[src/rtl/piso_pkg.sv]
// piso_pkg: shared state encoding, idle line level and counter sizing for the serial transmitter.
package piso_pkg;
  localparam logic ST_IDLE = 1'b0;
  localparam logic ST_SHIFT = 1'b1;
  localparam logic IDLE_LEVEL = 1'b0;
  typedef enum logic {IDLE = ST_IDLE, SHIFT = ST_SHIFT} state_t;
  function automatic int cnt_w(input int n);
    return (n > 1) ? $clog2(n) : 1;
  endfunction
endpackage

[src/rtl/bit_tick_gen.sv]
// bit_tick_gen: modulo-DIV period counter with a registered tick on the last count.
module bit_tick_gen import piso_pkg::*; #(
  parameter int DIV = 4
) (
  input  logic clk,
  input  logic rst_n,
  input  logic run,
  output logic tick
);
  localparam int CW = cnt_w(DIV);
  logic [CW-1:0] cnt, cnt_nxt;
  logic active;
  // run describes the coming cycle, so a fresh run always begins at count 0
  assign cnt_nxt = (active && cnt != CW'(DIV - 1)) ? cnt + CW'(1) : '0;
  always_ff @(posedge clk or negedge rst_n) begin
    if (!rst_n) begin
      cnt <= '0;
      tick <= 1'b0;
      active <= 1'b0;
    end else begin
      cnt <= run ? cnt_nxt : '0;
      tick <= run && cnt_nxt == CW'(DIV - 1);
      active <= run;
    end
  end
endmodule

[src/rtl/piso_tx.sv]
// piso_tx: parallel-in serial-out transmitter driving a d/enable pair, one bit per DIV clocks.
module piso_tx import piso_pkg::*; #(
  parameter int WIDTH = 8,
  parameter int DIV = 4,
  parameter bit MSB_FIRST = 1'b1
) (
  input  logic             clk,
  input  logic             rst_n,
  input  logic [WIDTH-1:0] data_in,
  input  logic             valid_in,
  output logic             ready_out,
  output logic             d_out,
  output logic             enable_out,
  output logic             busy,
  output logic             done
);
  localparam int BW = cnt_w(WIDTH);
  state_t state;
  logic [BW-1:0] bit_cnt;
  logic [WIDTH-1:0] sreg, sreg_nxt;
  logic tick, accept, last, run;
  assign accept = ready_out && valid_in;
  assign last = state == SHIFT && tick && bit_cnt == BW'(WIDTH - 1);
  assign run = accept || (state == SHIFT && !last);
  assign sreg_nxt = MSB_FIRST ? sreg << 1 : sreg >> 1;
  assign enable_out = tick;
  bit_tick_gen #(.DIV(DIV)) u_tick (
    .clk(clk),
    .rst_n(rst_n),
    .run(run),
    .tick(tick)
  );
  always_ff @(posedge clk or negedge rst_n) begin
    if (!rst_n) begin
      state <= IDLE;
      bit_cnt <= '0;
      sreg <= '0;
      ready_out <= 1'b1;
      d_out <= IDLE_LEVEL;
      busy <= 1'b0;
      done <= 1'b0;
    end else if (accept) begin
      state <= SHIFT;
      bit_cnt <= '0;
      sreg <= data_in;
      ready_out <= 1'b0;
      d_out <= MSB_FIRST ? data_in[WIDTH-1] : data_in[0];
      busy <= 1'b1;
      done <= 1'b0;
    end else if (state == SHIFT && tick) begin
      if (last) begin
        state <= IDLE;
        ready_out <= 1'b1;
        d_out <= IDLE_LEVEL;
        busy <= 1'b0;
        done <= 1'b1;
      end else begin
        bit_cnt <= bit_cnt + BW'(1);
        sreg <= sreg_nxt;
        d_out <= MSB_FIRST ? sreg_nxt[WIDTH-1] : sreg_nxt[0];
      end
    end else begin
      done <= 1'b0;
    end
  end
endmodule

[config.mk]
export PLATFORM = sky130hd
export DESIGN_NAME = piso_tx
export DESIGN_NICKNAME = d
export VERILOG_FILES = /design/src/rtl/piso_pkg.sv /design/src/rtl/bit_tick_gen.sv /design/src/rtl/piso_tx.sv
export SDC_FILE = /design/constraint.sdc
export NUM_CORES = 1
export LEC_CHECK = 0
export ABC_CLOCK_PERIOD_IN_PS = 2300
export CORE_ASPECT_RATIO = 0.7
export CORE_MARGIN = 2
export CORE_UTILIZATION = 25
export CTS_CLUSTER_DIAMETER = 60
export DETAILED_ROUTE_END_ITERATION = 10
export PLACE_DENSITY = 0.52
export SLEW_MARGIN = 0
export SYNTH_ARGS = -nofsm -noshare
export SYNTH_HDL_FRONTEND = slang
export SYNTH_SLANG_ARGS = --single-unit
[constraint.sdc]
create_clock -name clk -period 2.3 [get_ports clk]
set_input_delay 0.46 -clock clk [delete_from_list [all_inputs] [get_ports clk]]
set_output_delay 0.46 -clock clk [all_outputs]
set_load 0.01 [all_outputs]
### Word level (Yosys, flattened, before mapping)

Index checks and enable logic that the tools add are counted.

| operators by class | value |
|---|---|
| add/sub/neg operators | 2 |
| multiplexer cells | 19 |
| equal/unequal tests | 5 |
| reductions and logical operators | 12 |

Operators with widths:

| operator | count |
|---|---|
| 7-bit 2-to-1 mux | 3 |
| 1-bit 2-to-1 mux | 11 |
| 3-bit 2-to-1 mux | 3 |
| 1-bit logical AND | 6 |
| 2-bit 2-to-1 mux | 2 |
| 2-bit inequality test, second input constant | 2 |
| 2-bit AND reduction | 2 |
| 2-bit nonzero test | 2 |
| 3-bit by 1-bit adder with 3-bit output, second input constant | 1 |
| 3-bit == test, second input constant | 1 |
| 3-bit inequality test, second input constant | 1 |
| 2-bit by 1-bit adder with 2-bit output, second input constant | 1 |
| 2-bit == test, second input constant | 1 |
| 1-bit logical NOT | 1 |
| 1-bit logical OR | 1 |

| word-level totals | value |
|---|---|
| word-level logic and storage cells | 47 |
| bits in registers | 18 |
| input bits | 11 |

### Depth between registers and ports, before layout

Gate-level depths: netlist of the first run.

| depth | value |
|---|---|
| depth after elaboration | 6 |
| depth in mapped cells | 5 |
| depth with buffers taken out | 5 |

### Cells and area by module

From an unflattened synthesis of the first run, not the netlist that was laid out.

| unflattened totals | value |
|---|---|
| cell total of the unflattened synthesis | 69 |
| area, all modules | 839.6 µm² |

Modules (own cells, without submodules):

| module | sequential area each (µm²) | times used | area each (µm²) | cells each |
|---|---|---|---|---|
| piso_tx | 351.6 | 1 | 674.4 | 59 |
| bit_tick_gen | 100.1 | 1 | 165.2 | 10 |

### Worst setup path after synthesis of the first run

OpenSTA, ideal clock, no wires.

| timing | value |
|---|---|
| path kind | register to register |
| start | register bit_cnt[0] |
| end | register sreg[0] |
| clock period less this slack | 1,494 ps |
| buffers on the path | 0 |
| slack | 806 ps |
| cell stages (with the launch flop) | 6 |
| setup time | 121 ps |
| required time | 2,179 ps |
| arrival | 1,373 ps |
| cells stage by stage | dfrtp_1 > ha_1 > ha_1 > nand3b_4 > and2_4 > a22o_1 |

| between the ends | value |
|---|---|
| word-level cells in the longest chain between the ends | 4 |

RTL lines:

| element | line | text |
|---|---|---|
| from (decl) | piso_tx.sv:19 | `logic [BW-1:0] bit_cnt;` |
| from (signal assigned) | piso_tx.sv:58 | `bit_cnt <= bit_cnt + BW'(1);` |
| 3-bit == test | piso_tx.sv:23 | `assign last = state == SHIFT && tick && bit_cnt == BW'(WIDTH - 1);` |
| 1-bit logical AND | piso_tx.sv:23 |  |
| 2-bit inequality test (no line) | n/a |  |
| 2-bit AND reduction (no line) | n/a |  |
| to (signal assigned) | piso_tx.sv:45 | `sreg <= data_in;` |
| to (signal assigned) | piso_tx.sv:59 | `sreg <= sreg_nxt;` |
| to (decl) | piso_tx.sv:20 | `logic [WIDTH-1:0] sreg, sreg_nxt;` |

No other way between the ends.
A chain may end at the register's enable or synchronous reset.

### Worst setup path in the final report of the first run

| timing | value |
|---|---|
| start | register u_tick.tick |
| end | output enable_out |

RTL lines:

| element | line | text |
|---|---|---|
| from (decl) | bit_tick_gen.sv:8 | `output logic tick` |
| from (signal assigned) | bit_tick_gen.sv:22 | `tick <= run && cnt_nxt == CW'(DIV - 1);` |
| to (decl) | piso_tx.sv:13 | `output logic enable_out,` |

No word-level cell between the ends.

==> metrics.md, run 1 <==
| Metric | Value |
|---|---|
| Status | `finished clean` |
| Syn_nets | `82` |
| Ys Warns | `0` |
| Die Span X | `about 72 microns` |
| Starting density of the core | `0.260` |
| Post-layout minimum cycle time | `1.82 ns` |
| GRT Util Overall | `0.0989` |
| DP Wirelength | `1.17 mm` |
| Maximum buffer depth of the clock tree | `2` |
| Cell Chain, Critical Path | `clkdlybuf4s50_1` |
| DP Cell Count | `roughly 120` |
| Setup CP Type | `register to primary output` |
| Crit path max fanout | `6` |
| Final Power | `0.00119 W` |
| RSZ-0062 raised after global routing | `false` |
| Hold EP | `ready_out$_DFFE_PN1P_` |
| Synth top area share | `0.519` |
| Worst Skew | `~0.0039 ns` |
| Synth Register Bits | `18` |
| Crit path DAT | `1.36 ns` |
| DRT antenna net count | `0` |
| Hold buffer count at CTS | `0` |
| Bufs and invs on worst path | `1` |
| DIE AREA | `~0.0038 sq mm` |
| Gate Count Post-Synth | `68` |
| Layout cells sized above 1 | `0.159` |
| PD cells | `1100 mW/mm^2` |
| Final setup viols | `0` |
| Dominant cell type by area after synthesis | `dfrtp_1` |
| Resized cells post-CTS | `0` |
| Largest net degree at the start of global routing | `11` |
| R2R Path End | `sreg[0]$_DFFE_PN0P_` |
| First-pass GRT wire length | `approximately 2.8 mm` |
| Leakage power | `around 0.48 nW` |
| CP Launch Type | `register` |
| Final TNS setup | `0 ns` |
| Critical Path RT | `approximately 1.8 ns` |
| Area growth syn-to-layout | `32.1%` |
| Area contributors post-synth | `dfrtp_1 52%, mux2i_1 11%, ha_1 4.6%` |
| Count leader, synth | `dfrtp_1` |
| Remaining DRCs | `0` |
| Endpoints failing hold | `0` |
| Post-synth top cells | `17 x dfrtp_1, 9 x mux2i_1, 7 x nand3_1, 6 x o21ai_0` |
| Post-CTS setup buffer count | `0` |
| Worst Hold Path Cells | `1` |
| Overflow after GRT | `0` |
| Core area | `approximately 0.0031 sq mm` |
| CTS Sinks | `18` |
| I/O pin total | `16` |
| Synth Area per Inst | `12.1 sq um` |
| Mapped Area | `between 800 and 900 sq um` |
| Reg-to-reg startpoint | `bit_cnt[0]$_DFFE_PN0P_` |
| Pre-Repair DR Iteration Count | `4` |
| CP Capture Type | `primary output` |
| CTS buffer count | `3` |
| Vias | `approximately 590` |
| Nets | `slightly above 100` |
| Ant. Diodes | `0` |
| Worst path slowest cell | `clkdlybuf4s50_1` |
| FP Rows | `17` |
| Relative slew slack | `0.692` |
| R2R setup slack | `~0.66 ns` |
| Final wirelength | `around 1.6 mm` |
| Max Slew Vio Count | `0` |
| Clock latency on the worst-skew pair | `approximately 0.25 ns` |
| Tcrit/Tclk final | `0.793` |
| Port Buffers | `15` |
| Register-to-Register Path Depth | `5` |
| Gpl congestion | `around 0.71` |
| Vias in the first global route | `602` |
| CTS tree | `done` |
| Worst Tran Pin Value | `roughly 0.46 ns` |
| H-tree levels | `1` |
| Number of vias per cell | `4.66` |
| Hold path start | `ready_out$_DFFE_PN1P_` |
| FFs w/ async S/R, synth | `1.00` |
| Routed WL per cell | `approximately 13 microns` |
| Max-cap violations | `0` |
| Die H | `51.9 microns` |
| Hold Path Class | `register to register` |
| CTS root buf | `clkbuf_8` |
| Reg clk slew, reported paths | `0.07 ns` |
| EDFF count, synth | `0` |
| Post-synth top flop | `dfrtp_1` |
| CP delay by family, top | `buffers and inverters` |
| Worst path max stage delay | `approximately 0.6 ns` |
| Initial DRC count | `16` |
| VDD IR max | `around 0.38 mV` |
| Initial antenna violation count | `0` |
| Unique masters post-synth | `23` |
| Final instance count without filler cells | `between 100 and 150` |
| Upper clock frequency limit | `~550 MHz` |
| Post-synthesis sequential area ratio | `0.551` |
sequential cells by signal, summed over array words and instances (netlist names):
name	cells
state	1
sreg	7
u_tick.active	1
bit_cnt	3
ready_out	1
u_tick.tick	1
u_tick.cnt	2
done	1
d_out	1
cells by family (layout without fill, tap and decap cells):
| logic type | count (synthesis) | in the layout | synth area share |
|---|---|---|---|
| AND/OR/NAND/NOR | 25 | 25 | 0.182 |
| buffers and inverters | 2 | 22 | 0.0153 |
| multiplexers | 9 | 9 | 0.110 |
| flip-flops | 18 | 18 | 0.551 |
| AO/OA/AOI/OAI | 10 | 10 | 0.0855 |
| XOR/XNOR | 1 | 1 | 0.0107 |
| adder cells (fa/ha/maj) | 3 | 3 | 0.0458 |
per-stage QoR:
step,hold slack (ns),worst slack (ns),util,area [sq um]
finish,0.501,0.475,0.344,1080
global route,0.520,0.447,0.344,1080
CTS,0.505,0.482,0.344,1080
detailed placement,0.490,0.462,0.326,1030
global placement,0.488,0.511,0.326,1030
floorplan,0.164,0.806,-,820
power breakdown:
group          switching (W)  internal, W
clock network       0.000107     0.000152
registers          0.0000949     0.000439
logic               0.000175     0.000226
area by class of cell:
cell class	instances	area [sq um]
tap	38	47.5
sequential	18	452
fill	319	2070
multi-input combinational	48	355
clock buffer	4	55.1
timing repair buffer	18	173
metal layers:
| metal | global-route usage | routed length (microns) |
|---|---|---|
| met1 | 0.123 | 780 |
| met2 | 0.153 | 704 |
| met3 | 0.0484 | 88 |
| met4 | 0.0278 | 13 |
| met5 | 0 | 0 |
worst max-delay path by stage:
stage / startpoint / endpoint / slack [ns] / cells past startpoint
detailed placement: valid_in / sreg[1]$_DFFE_PN0P_ / 0.46 / 4
finish: u_tick.tick$_DFF_PN0_ / enable_out / 0.48 / 1
CTS: ready_out$_DFFE_PN1P_ / ready_out / 0.48 / 1
global route: u_tick.tick$_DFF_PN0_ / enable_out / 0.45 / 1
floorplan: bit_cnt[0]$_DFFE_PN0P_ / sreg[0]$_DFFE_PN0P_ / 0.81 / 5
global placement: valid_in / sreg[6]$_DFFE_PN0P_ / 0.51 / 4
cells in the final DEF, fill, tap and decap left out, drive strengths merged:
master	Yosys	routed
nand3b	1	1
ha	3	3
dfstp	1	1
mux2i	9	9
and2	2	2
a21oi	1	1
a31oi	1	1
xor2	1	1
clkdlybuf4s50	0	15
nor2	5	5
buf	2	3
nand4b	1	1
and3	1	1
o21ai	6	6
nand2	5	5
and3b	1	1
and4b	1	1
clkbuf	0	4
a21bo	1	1
nand3	7	7
nor3	1	1
dfrtp	17	17
a22o	1	1
(Power assumes the default switching activity.)
==> run 2: changes to the inputs <==
--- a/config.mk
+++ b/config.mk
@@ -5,7 +5,7 @@
 export SDC_FILE = /design/constraint.sdc
 export NUM_CORES = 1
 export LEC_CHECK = 0
-export ABC_CLOCK_PERIOD_IN_PS = 2300
+export ABC_CLOCK_PERIOD_IN_PS = 1700
 export CORE_ASPECT_RATIO = 0.7
 export CORE_MARGIN = 2
 export CORE_UTILIZATION = 25
==> constraint.sdc (replaced) <==
create_clock -name clk -period 1.7 [get_ports clk]
set_input_delay 0.34 -clock clk [delete_from_list [all_inputs] [get_ports clk]]
set_output_delay 0.34 -clock clk [all_outputs]
set_load 0.01 [all_outputs]
==> run 2 against run 1 <==
Against the previous run: final cell count increased by 2.4%; worst hold slack worse by 0.091 ns; critical path depth unchanged; critical path type unchanged; die area did not move; first-iteration DRC count rose by 130%; worst setup slack got worse by 0.38 ns.
==> metrics.md, run 2 (same netlist as run 1, synthesis figures left out) <==
| Metric | Value |
|---|---|
| Clock latency on the worst-skew pair | `0.25 ns (about the same)` |
| FP Rows | `17 (unchanged)` |
| Maximum buffer depth of the clock tree | `2 (unchanged)` |
| Max reg flops | `7 (unchanged)` |
| Bufs and invs on worst path | `1 (unchanged)` |
| Leakage power | `0.505 nW (+6.3%)` |
| Max-cap violations | `0 (unchanged)` |
| DIE AREA | `0.00376 sq mm (unchanged)` |
| GRT Util Overall | `0.101 (+0.00251)` |
| Worst Tran Pin Value | `0.235 ns (-0.225 ns)` |
| Worst path slowest cell | `clkdlybuf4s50_1` |
| H-tree levels | `1 (unchanged)` |
| Final Power | `0.00164 W (+38%)` |
| Most common cell after layout, fill and taps aside | `dfrtp_1` |
| Die H | `51.9 microns (unchanged)` |
| Final wirelength | `1.66 mm (+4.4%)` |
| Hold Path Class | `input pin to asynchronous set/reset pin` |
| Cell Chain, Critical Path | `clkdlybuf4s50_1` |
| Final TNS setup | `0 ns (unchanged)` |
| Ant. Diodes | `0 (unchanged)` |
| Endpoints failing hold | `0 (unchanged)` |
| Port Buffers | `15 (unchanged)` |
| Worst path max stage delay | `0.56 ns (-0.04 ns)` |
| DP Wirelength | `1.24 mm (+6.4%)` |
| CTS Sinks | `18 (unchanged)` |
| CTS buffer count | `3 (unchanged)` |
| Largest net degree at the start of global routing | `19 (+8)` |
| DP Cell Count | `125 (+2.5%)` |
| Final setup viols | `0 (unchanged)` |
| Top reg by flops | `sreg` |
| Die Span X | `72.4 microns (unchanged)` |
| Layout cells sized above 1 | `0.209 (+0.0497)` |
| Initial antenna violation count | `0 (unchanged)` |
| DRT antenna net count | `0 (unchanged)` |
| CTS root buf | `clkbuf_8` |
| VDD IR max | `0.493 mV (+31%)` |
| Pre-Repair DR Iteration Count | `5 (+1)` |
| Hold buffer count at CTS | `0 (unchanged)` |
| Crit path max fanout | `6 (unchanged)` |
| Overflow after GRT | `0 (unchanged)` |
| Most frequent cells in the layout | `15 x dfrtp_1, 14 x clkdlybuf4s50_1, 9 x mux2i_1` |
| Vias | `585 (-0.34%)` |
| Setup CP Type | `register to primary output` |
| I/O pin total | `16 (unchanged)` |
| Core area | `0.00315 sq mm (unchanged)` |
| Nets | `106 (+2.9%)` |
| Routed WL per cell | `12.8 microns (+1.9%)` |
| Area growth syn-to-layout | `35.4%` |
| Remaining DRCs | `0 (unchanged)` |
| PD cells | `1480 mW/mm^2 (+34%)` |
| Status | `finished clean` |
| Upper clock frequency limit | `624 MHz` |
| Worst Skew | `0.000504 ns (-0.00335 ns)` |
| Final instance count without filler cells | `129 (+2.4%)` |
| CP Capture Type | `primary output` |
| Largest regs | `sreg: 7 flops, bit_cnt: 3 flops, u_tick.cnt: 2 flops` |
| Starting density of the core | `0.260 (unchanged)` |
| Reg clk slew, reported paths | `0.07 ns (about the same)` |
| First-pass GRT wire length | `2.75 mm (-0.25%)` |
| CTS tree | `done` |
| CP delay by family, top | `buffers and inverters` |
| Gpl congestion | `0.734 (+3.6%)` |
| CP Launch Type | `register` |
| Initial DRC count | `37 (+21)` |
| Crit path DAT | `1.26 ns (-0.10 ns)` |
| Max Slew Vio Count | `0 (unchanged)` |
| Vias in the first global route | `580 (-3.7%)` |
| Relative slew slack | `0.843 (+0.151)` |
| RSZ-0062 raised after global routing | `false` |
| Number of vias per cell | `4.53 (-2.7%)` |
| Critical Path RT | `1.36 ns (-0.48 ns)` |
| Tcrit/Tclk final | `0.943` |
| Post-layout minimum cycle time | `around 1.6 ns` |
run 2: changes by cell type in the layout (fill, tap and decap cells not counted):
| cell | delta |
|---|---|
| buf_4 | +3 |
| clkdlybuf4s50_1 | -1 |
| dfrtp_1 | -2 |
| dfrtp_2 | +2 |
| dlymetal6s2s_1 | +1 |
run 2: final cells by class:
| class | count | area (sq um) |
|---|---|---|
| clock buffers | 4 | 55.1 |
| fillers | 315 | 2040 |
| multi-input cells | 48 | 355 |
| flip-flops and latches | 18 | 454 |
| well taps | 38 | 47.5 |
| repair buffers | 21 | 198 |
run 2: worst paths after layout:
| path | from | slack [ns] | cells after the start | to |
|---|---|---|---|---|
| min reg2reg | ready_out$_DFFE_PN1P_ | 0.50 | 1 | ready_out$_DFFE_PN1P_ |
| max in group asynchronous | rst_n | 1.03 | 2 | ready_out$_DFFE_PN1P_ |
| min | rst_n | 0.41 | 2 | sreg[2]$_DFFE_PN0P_ |
| min in group clk | ready_out$_DFFE_PN1P_ | 0.50 | 1 | ready_out$_DFFE_PN1P_ |
| max | u_tick.tick$_DFF_PN0_ | 0.1 | 1 | enable_out |
| max reg2reg | bit_cnt[0]$_DFFE_PN0P_ | 0.16 | 5 | sreg[0]$_DFFE_PN0P_ |
run 2: what timing repair did:
item	in CTS	in global routing
resized for setup	1	2
endpoints found under the setup margin	1	2
cloned	0	0
endpoints found under the hold margin	0	0
setup buffers	0	0
run 2: stage by stage:
| step | hold slack [ns] | worst slack (ns) | area (sq um) | util |
|---|---|---|---|---|
| floorplan | 0.0444 | 0.206 | 820 | - |
| global placement | 0.487 | 0.124 | 1050 | 0.333 |
| detailed placement | 0.489 | 0.103 | 1050 | 0.333 |
| CTS | 0.419 | 0.00641 | 1110 | 0.351 |
| global route | 0.441 | 0.0386 | 1110 | 0.353 |
| finish | 0.409 | 0.0977 | 1110 | 0.353 |
run 2: layer usage:
metal / up-vias / share of wire / global-route usage
met1: 280 / 0.50 / 0.139
met5: - / 0 / 0
met3: 2 / 0.063 / 0.0465
li1: 287 / - / -
met2: 16 / 0.43 / 0.144
met4: 0 / 0.0066 / 0.0278
run 2: power breakdown:
group / total, W / leakage, nW / switching, W / internal (W)
logic: 0.000565 / 0.248 / 0.000246 / 0.000318
clock network: 0.000352 / 0.0288 / 0.000146 / 0.000206
registers: 0.000728 / 0.228 / 0.000129 / 0.000598
